<file path="src/rtl/axis_frame_tlast.sv">
`default_nettype none
`timescale 1ns/1ps
// ============================================================================
// Module  : axis_frame_tlast
// Brief   : AXI-Stream framer. Counts beats, tags TLAST on the last beat of
//           each programmed frame, through a registered 2-entry skid buffer.
// Revision: 1.0 - initial release
// ============================================================================
module axis_frame_tlast #(
  parameter int DATA_W = 64,
  parameter int CNT_W  = 16
) (
  input  logic                AXIS_ACLK,
  input  logic                AXIS_ARESETN,
  input  logic                enable,
  input  logic [CNT_W-1:0]    frame_len,
  input  logic                S_AXIS_TVALID,
  output logic                S_AXIS_TREADY,
  input  logic [DATA_W-1:0]   S_AXIS_TDATA,
  input  logic [DATA_W/8-1:0] S_AXIS_TSTRB,
  input  logic                S_AXIS_TLAST,
  output logic                M_AXIS_TVALID,
  input  logic                M_AXIS_TREADY,
  output logic [DATA_W-1:0]   M_AXIS_TDATA,
  output logic [DATA_W/8-1:0] M_AXIS_TSTRB,
  output logic                M_AXIS_TLAST,
  output logic                busy,
  output logic [CNT_W-1:0]    frames_done,
  output logic                err_len_zero
);

  localparam int               c_strb_w = DATA_W / 8;
  localparam logic [CNT_W-1:0] c_one    = CNT_W'(1);

  typedef enum logic [0:0] {
    ST_IDLE = 1'b0,
    ST_RUN  = 1'b1
  } state_t;

  state_t              r_state;
  state_t              w_state_nxt;
  logic [CNT_W-1:0]    r_remaining;
  logic [CNT_W-1:0]    w_remaining_nxt;
  logic                w_beat_last;
  logic                w_len_err;
  logic [CNT_W-1:0]    w_len_eff;

  logic                r_s_ready;
  logic                r_out_valid;
  logic                r_out_last;
  logic [DATA_W-1:0]   r_out_data;
  logic [c_strb_w-1:0] r_out_strb;
  logic                r_skid_valid;
  logic                r_skid_last;
  logic [DATA_W-1:0]   r_skid_data;
  logic [c_strb_w-1:0] r_skid_strb;
  logic [CNT_W-1:0]    r_frames_done;
  logic                r_err_len_zero;

  logic                w_s_fire;
  logic                w_m_fire;
  logic                w_out_free;
  logic                w_skid_valid_nxt;
  logic                w_accept_ok;
  logic                w_unused;

  // Upstream TLAST is meaningless here; framing comes solely from frame_len.
  assign w_unused = S_AXIS_TLAST;

  assign w_s_fire   = S_AXIS_TVALID & r_s_ready;
  assign w_m_fire   = r_out_valid & M_AXIS_TREADY;
  assign w_out_free = ~r_out_valid | M_AXIS_TREADY;
  assign w_len_eff  = (frame_len == '0) ? c_one : frame_len;

  // r_remaining holds the beats still owed after the last accepted one.
  always_ff @(posedge AXIS_ACLK or negedge AXIS_ARESETN) begin
    if (!AXIS_ARESETN) begin
      r_state     <= ST_IDLE;
      r_remaining <= '0;
    end else begin
      r_state     <= w_state_nxt;
      r_remaining <= w_remaining_nxt;
    end
  end

  always_comb begin
    w_state_nxt     = r_state;
    w_remaining_nxt = r_remaining;
    w_beat_last     = 1'b0;
    w_len_err       = 1'b0;
    case (r_state)
      ST_IDLE: begin
        w_beat_last = (w_len_eff == c_one);
        if (w_s_fire) begin
          w_len_err = (frame_len == '0);
          if (!w_beat_last) begin
            w_state_nxt     = ST_RUN;
            w_remaining_nxt = w_len_eff - c_one;
          end
        end
      end
      ST_RUN: begin
        w_beat_last = (r_remaining == c_one);
        if (w_s_fire) begin
          w_remaining_nxt = r_remaining - c_one;
          if (w_beat_last) begin
            w_state_nxt = ST_IDLE;
          end
        end
      end
      default: begin
        w_state_nxt = ST_IDLE;
      end
    endcase
  end

  // Ready is precomputed for the next cycle so it never depends on M_AXIS_TREADY.
  always_comb begin
    w_skid_valid_nxt = 1'b0;
    if (r_skid_valid) begin
      w_skid_valid_nxt = ~w_out_free;
    end else begin
      w_skid_valid_nxt = w_s_fire & ~w_out_free;
    end
  end

  assign w_accept_ok = (w_state_nxt == ST_RUN) | enable;

  always_ff @(posedge AXIS_ACLK or negedge AXIS_ARESETN) begin
    if (!AXIS_ARESETN) begin
      r_s_ready      <= 1'b0;
      r_out_valid    <= 1'b0;
      r_out_last     <= 1'b0;
      r_skid_valid   <= 1'b0;
      r_skid_last    <= 1'b0;
      r_frames_done  <= '0;
      r_err_len_zero <= 1'b0;
    end else begin
      r_s_ready <= ~w_skid_valid_nxt & w_accept_ok;
      if (r_skid_valid) begin
        if (w_out_free) begin
          r_out_valid  <= 1'b1;
          r_out_last   <= r_skid_last;
          r_skid_valid <= 1'b0;
        end
      end else if (w_s_fire) begin
        if (w_out_free) begin
          r_out_valid <= 1'b1;
          r_out_last  <= w_beat_last;
        end else begin
          r_skid_valid <= 1'b1;
          r_skid_last  <= w_beat_last;
        end
      end else if (w_m_fire) begin
        r_out_valid <= 1'b0;
      end
      if (w_m_fire && r_out_last) begin
        r_frames_done <= r_frames_done + c_one;
      end
      if (w_len_err) begin
        r_err_len_zero <= 1'b1;
      end
    end
  end

  // Payload registers need no reset; their contents are only seen under TVALID.
  always_ff @(posedge AXIS_ACLK) begin
    if (r_skid_valid) begin
      if (w_out_free) begin
        r_out_data <= r_skid_data;
        r_out_strb <= r_skid_strb;
      end
    end else if (w_s_fire) begin
      if (w_out_free) begin
        r_out_data <= S_AXIS_TDATA;
        r_out_strb <= S_AXIS_TSTRB;
      end else begin
        r_skid_data <= S_AXIS_TDATA;
        r_skid_strb <= S_AXIS_TSTRB;
      end
    end
  end

  assign S_AXIS_TREADY = r_s_ready;
  assign M_AXIS_TVALID = r_out_valid;
  assign M_AXIS_TDATA  = r_out_data;
  assign M_AXIS_TSTRB  = r_out_strb;
  assign M_AXIS_TLAST  = r_out_last;
  assign busy          = (r_state == ST_RUN) | r_out_valid | r_skid_valid;
  assign frames_done   = r_frames_done;
  assign err_len_zero  = r_err_len_zero;

endmodule
`default_nettype wire

</file>
<file path="config.mk">
export PLATFORM = sky130hd
export DESIGN_NAME = axis_frame_tlast
export DESIGN_NICKNAME = d
export VERILOG_FILES = /design/src/rtl/axis_frame_tlast.sv
export SDC_FILE = /design/constraint.sdc
export NUM_CORES = 1
export LEC_CHECK = 0
export CAP_MARGIN = 10
export CORE_MARGIN = 10
export CORE_UTILIZATION = 39
export DETAILED_ROUTE_END_ITERATION = 16
export PLACE_DENSITY = 0.69
export SLEW_MARGIN = 30
export SYNTH_ARGS = -nofsm -noshare
export SYNTH_HDL_FRONTEND = slang
export SYNTH_SLANG_ARGS = --single-unit
</file>
<file path="constraint.sdc">
create_clock -name AXIS_ACLK -period 14.5 [get_ports AXIS_ACLK]
set_input_delay 3.625 -clock AXIS_ACLK [delete_from_list [all_inputs] [get_ports AXIS_ACLK]]
set_output_delay 3.625 -clock AXIS_ACLK [all_outputs]
set_load 0.02 [all_outputs]
</file>
==> metrics.md <==
| Metric | Value |
|---|---|
| Post-synth EDFFs | `144` |
| Clk_lat worst skew | `0.42 ns` |
| Run status | `finished, final reports clean` |
| Cell variety after synth | `53` |
| Clock skew | `0.00855 ns` |
| CP Launch Type | `input pin` |
| Post-synth ARST share | `21.3%` |
| Synth top area cells | `edfxtp_1 58%, dfrtp_1 13%, mux2_2 11%` |
| H-tree levels | `4` |
| Internal Pwr Total | `0.981 mW` |
| CTS Buffer Depth | `2` |
| Leakage | `3.60 nW` |
| Residual DRC | `0` |
| Die H | `159 µm` |
| P_sw | `0.377 mW` |
| Layout cells sized above 1 | `17.5%` |
| RSZ-0062 raised after global routing | `no` |
| # port buffers | `185` |
| Cell Count, Final, Fillers Out | `939` |
| Layout Nets | `767` |
| Initial antenna violation count | `0` |
| Power, Total | `1.36 mW` |
| Setup Total Neg Slack | `0 ns` |
| Setup bufs post-CTS | `0` |
| Max-cap violations | `0` |
| Commonest non-fill, non-tap cell in the layout | `clkdlybuf4s50_1` |
| Diode count | `0` |
| Period minus WS final | `6.75 ns` |
| Slowest cell delay on critical path | `0.61 ns` |
| VDD IR max | `81.2 µV` |
| Avg Inst Size Synth | `15.8 µm²` |
| Switching share of power | `27.8%` |
| Core area | `0.0188 mm²` |
| Gr usage total | `14.0%` |
| Starting Density | `39.9%` |
| WL final | `17,900 µm` |
| Most used flip-flop cell after synthesis | `edfxtp_1` |
| Crit-path max FO | `9` |
| Number of buffers created by CTS | `17` |
| Clock transition at path regs | `0.07 ns` |
| Cells after synthesis | `476` |
| IO Pins | `187` |
| DR iter-0 viols | `305` |
| Post-cts sizing count | `0` |
| Comb pwr share | `18.9%` |
| Endpoint class of the critical path | `flip-flop` |
| Rel. slew slack | `48.2%` |
| Max Freq | `0.148 GHz` |
| Post-Place Cells | `909` |
| Pwr/cell area | `132 mW/mm²` |
| Buf+Inv Stages, Crit Path | `2` |
| Sequential power share | `49.4%` |
| Crit Path Category | `input pin to flip-flop` |
| Yosys warns | `0` |
| Final Setup Violations | `0` |
| Area of the mapped netlist | `0.00752 mm²` |
| Critical Path RT | `14.85 ns` |
| DR vias | `4,733` |
| Yosys reg bits | `183` |
| Slew @ Worst Pin | `0.777 ns` |
| CTS hold repair buffers | `0` |
| RD Place Congestion | `0.913` |
| Final hold vios | `0` |
| CTS tree | `built` |
| Die width | `159 µm` |
| Drt pass-1 iters | `4` |
| Max Slew Vio Count | `0` |
| Clock power frac | `31.7%` |
| Row count | `50` |
| Hold Path Class | `flip-flop to flip-flop` |
| Layout area overhead | `36.4%` |
| Top delay family on crit path | `simple AND/OR/NAND/NOR gates` |
| Die Area | `0.0252 mm²` |
| Seq/Total Area, Yosys | `70.5%` |
| Post-synth top area cell | `edfxtp_1` |
| First-pass GRT wire length | `28,600 µm` |
| Clk root buf | `clkbuf_16` |
| Dpl hpwl | `12,600 µm` |
| Vias in the first global route | `5,033` |
| GRT overflow | `0` |
| Largest net degree at the start of global routing | `78` |
| Critical-path cell list | `clkdlybuf4s50_1 > nor4_2 > and3_1 > a31oi_1 > inv_1 > ha_1 > nor4b_1 > nand4_1 > nand2_1 > o21ai_0 > nand3_1` |
| Final period util | `46.5%` |
| WL per Instance | `19.1 µm` |
| Slowest-stage cell, CP | `nor4b_1` |
| CTS Sinks | `183` |
| Synth top area share | `57.5%` |
| Via density | `5.04` |
| Post-DRT Antenna Nets | `0` |
| Post-layout util | `54.5%` |
| Syn Nets | `575` |
| Commonest non-fill, non-tap cells in the layout | `184 x clkdlybuf4s50_1, 144 x edfxtp_1, 73 x mux2_2, 38 x dfrtp_1, 22 x nor2_1` |
| Hold_ws | `0.472 ns` |
| Critical Path AT | `7.10 ns` |
-- final cells by class --
class | instances | area (µm²)
fill | 1492 | 8580
clock inverter | 13 | 119
multi-input combinational | 270 | 2150
timing repair buffer | 189 | 1910
clock buffer | 17 | 425
tap | 260 | 325
sequential | 183 | 5300
inverter | 7 | 26.3
-- sequential cells by signal, summed over array words and instances (netlist names), 8 cells and up --
signal        count
r_skid_data      64
M_AXIS_TSTRB      8
r_skid_strb       8
r_remaining      16
frames_done      16
M_AXIS_TDATA     64
-- Yosys cell counts (3+ instances only) --
master,number
a311oi_1,3
o22ai_1,4
and3_1,6
xnor2_1,15
inv_1,7
nor2_1,22
nand4_1,7
a31oi_1,4
buf_1,3
a211oi_1,5
nor3_1,10
nor4_1,3
or3_1,3
mux2_2,73
ha_1,5
o21ai_0,14
edfxtp_1,144
nand2_1,18
xor2_1,9
mux2i_1,3
nor3b_1,3
o21a_1,3
clkbuf_1,12
a21oi_1,8
or4_1,4
nand3_1,15
dfrtp_1,39
-- logic make-up (layout without fill, tap and decap cells) --
logic type	count (synthesis)	in the layout	share of synthesized area, %
AO/OA/AOI/OAI	56	56	5.01
XOR/XNOR	24	24	2.80
adder cells (fa/ha/maj)	5	5	0.832
buffers and inverters	23	226	1.16
flip-flops	183	183	70.5
multiplexers	76	76	11.3
AND/OR/NAND/NOR	109	109	8.39
-- layer usage --
layer | global-route usage (%) | wire, µm | vias up
li1 | - | - | 2228
met1 | 18.5 | 8340 | 2311
met4 | 3.79 | 201 | 0
met2 | 22.0 | 8350 | 176
met3 | 4.13 | 1040 | 18
met5 | 0 | 0 | -
-- stage by stage --
step,cell area [µm²],worst slack (ns)
6_report,10300,7.75
5_1_grt,10300,7.39
4_1_cts,10200,7.96
3_5_place_dp,9690,7.56
3_3_place_gp,9660,7.61
2_1_floorplan,7520,5.09
-- worst reg2reg max path, delay by kind of cell (launching register included) --
| kind | cells | cell delay, ns |
|---|---|---|
| AND/OR/NAND/NOR | 4 | 1.53 |
| AO/OA/AOI/OAI | 1 | 0.15 |
| flip-flops | 1 | 0.66 |
-- path summary, 6_finish.rpt --
| kind | endpoint | cells past startpoint | from | slack (ns) |
|---|---|---|---|---|
| worst max-delay path | r_remaining[12] | 11 | frame_len[5] | 7.75 |
| worst min-delay path | err_len_zero | 1 | err_len_zero | 0.47 |
| worst max register to register | r_remaining[12] | 5 | r_state | 12.10 |
| worst min register to register | err_len_zero | 1 | err_len_zero | 0.47 |
| max in group asynchronous | r_skid_valid | 1 | AXIS_ARESETN | 10.94 |
| min in group asynchronous | frames_done[6] | 1 | AXIS_ARESETN | 3.16 |
-- power groups by stage --
stage	Combinational, mW	Clock, mW	Sequential, mW
after detailed placement	0.259	0	0.682
after floorplan	0.104	0	0.712
final	0.257	0.431	0.670
after global routing	0.277	0.463	0.677
after global placement	0.251	0	0.678
after CTS	0.260	0.441	0.670
(Power assumes the default switching activity.)
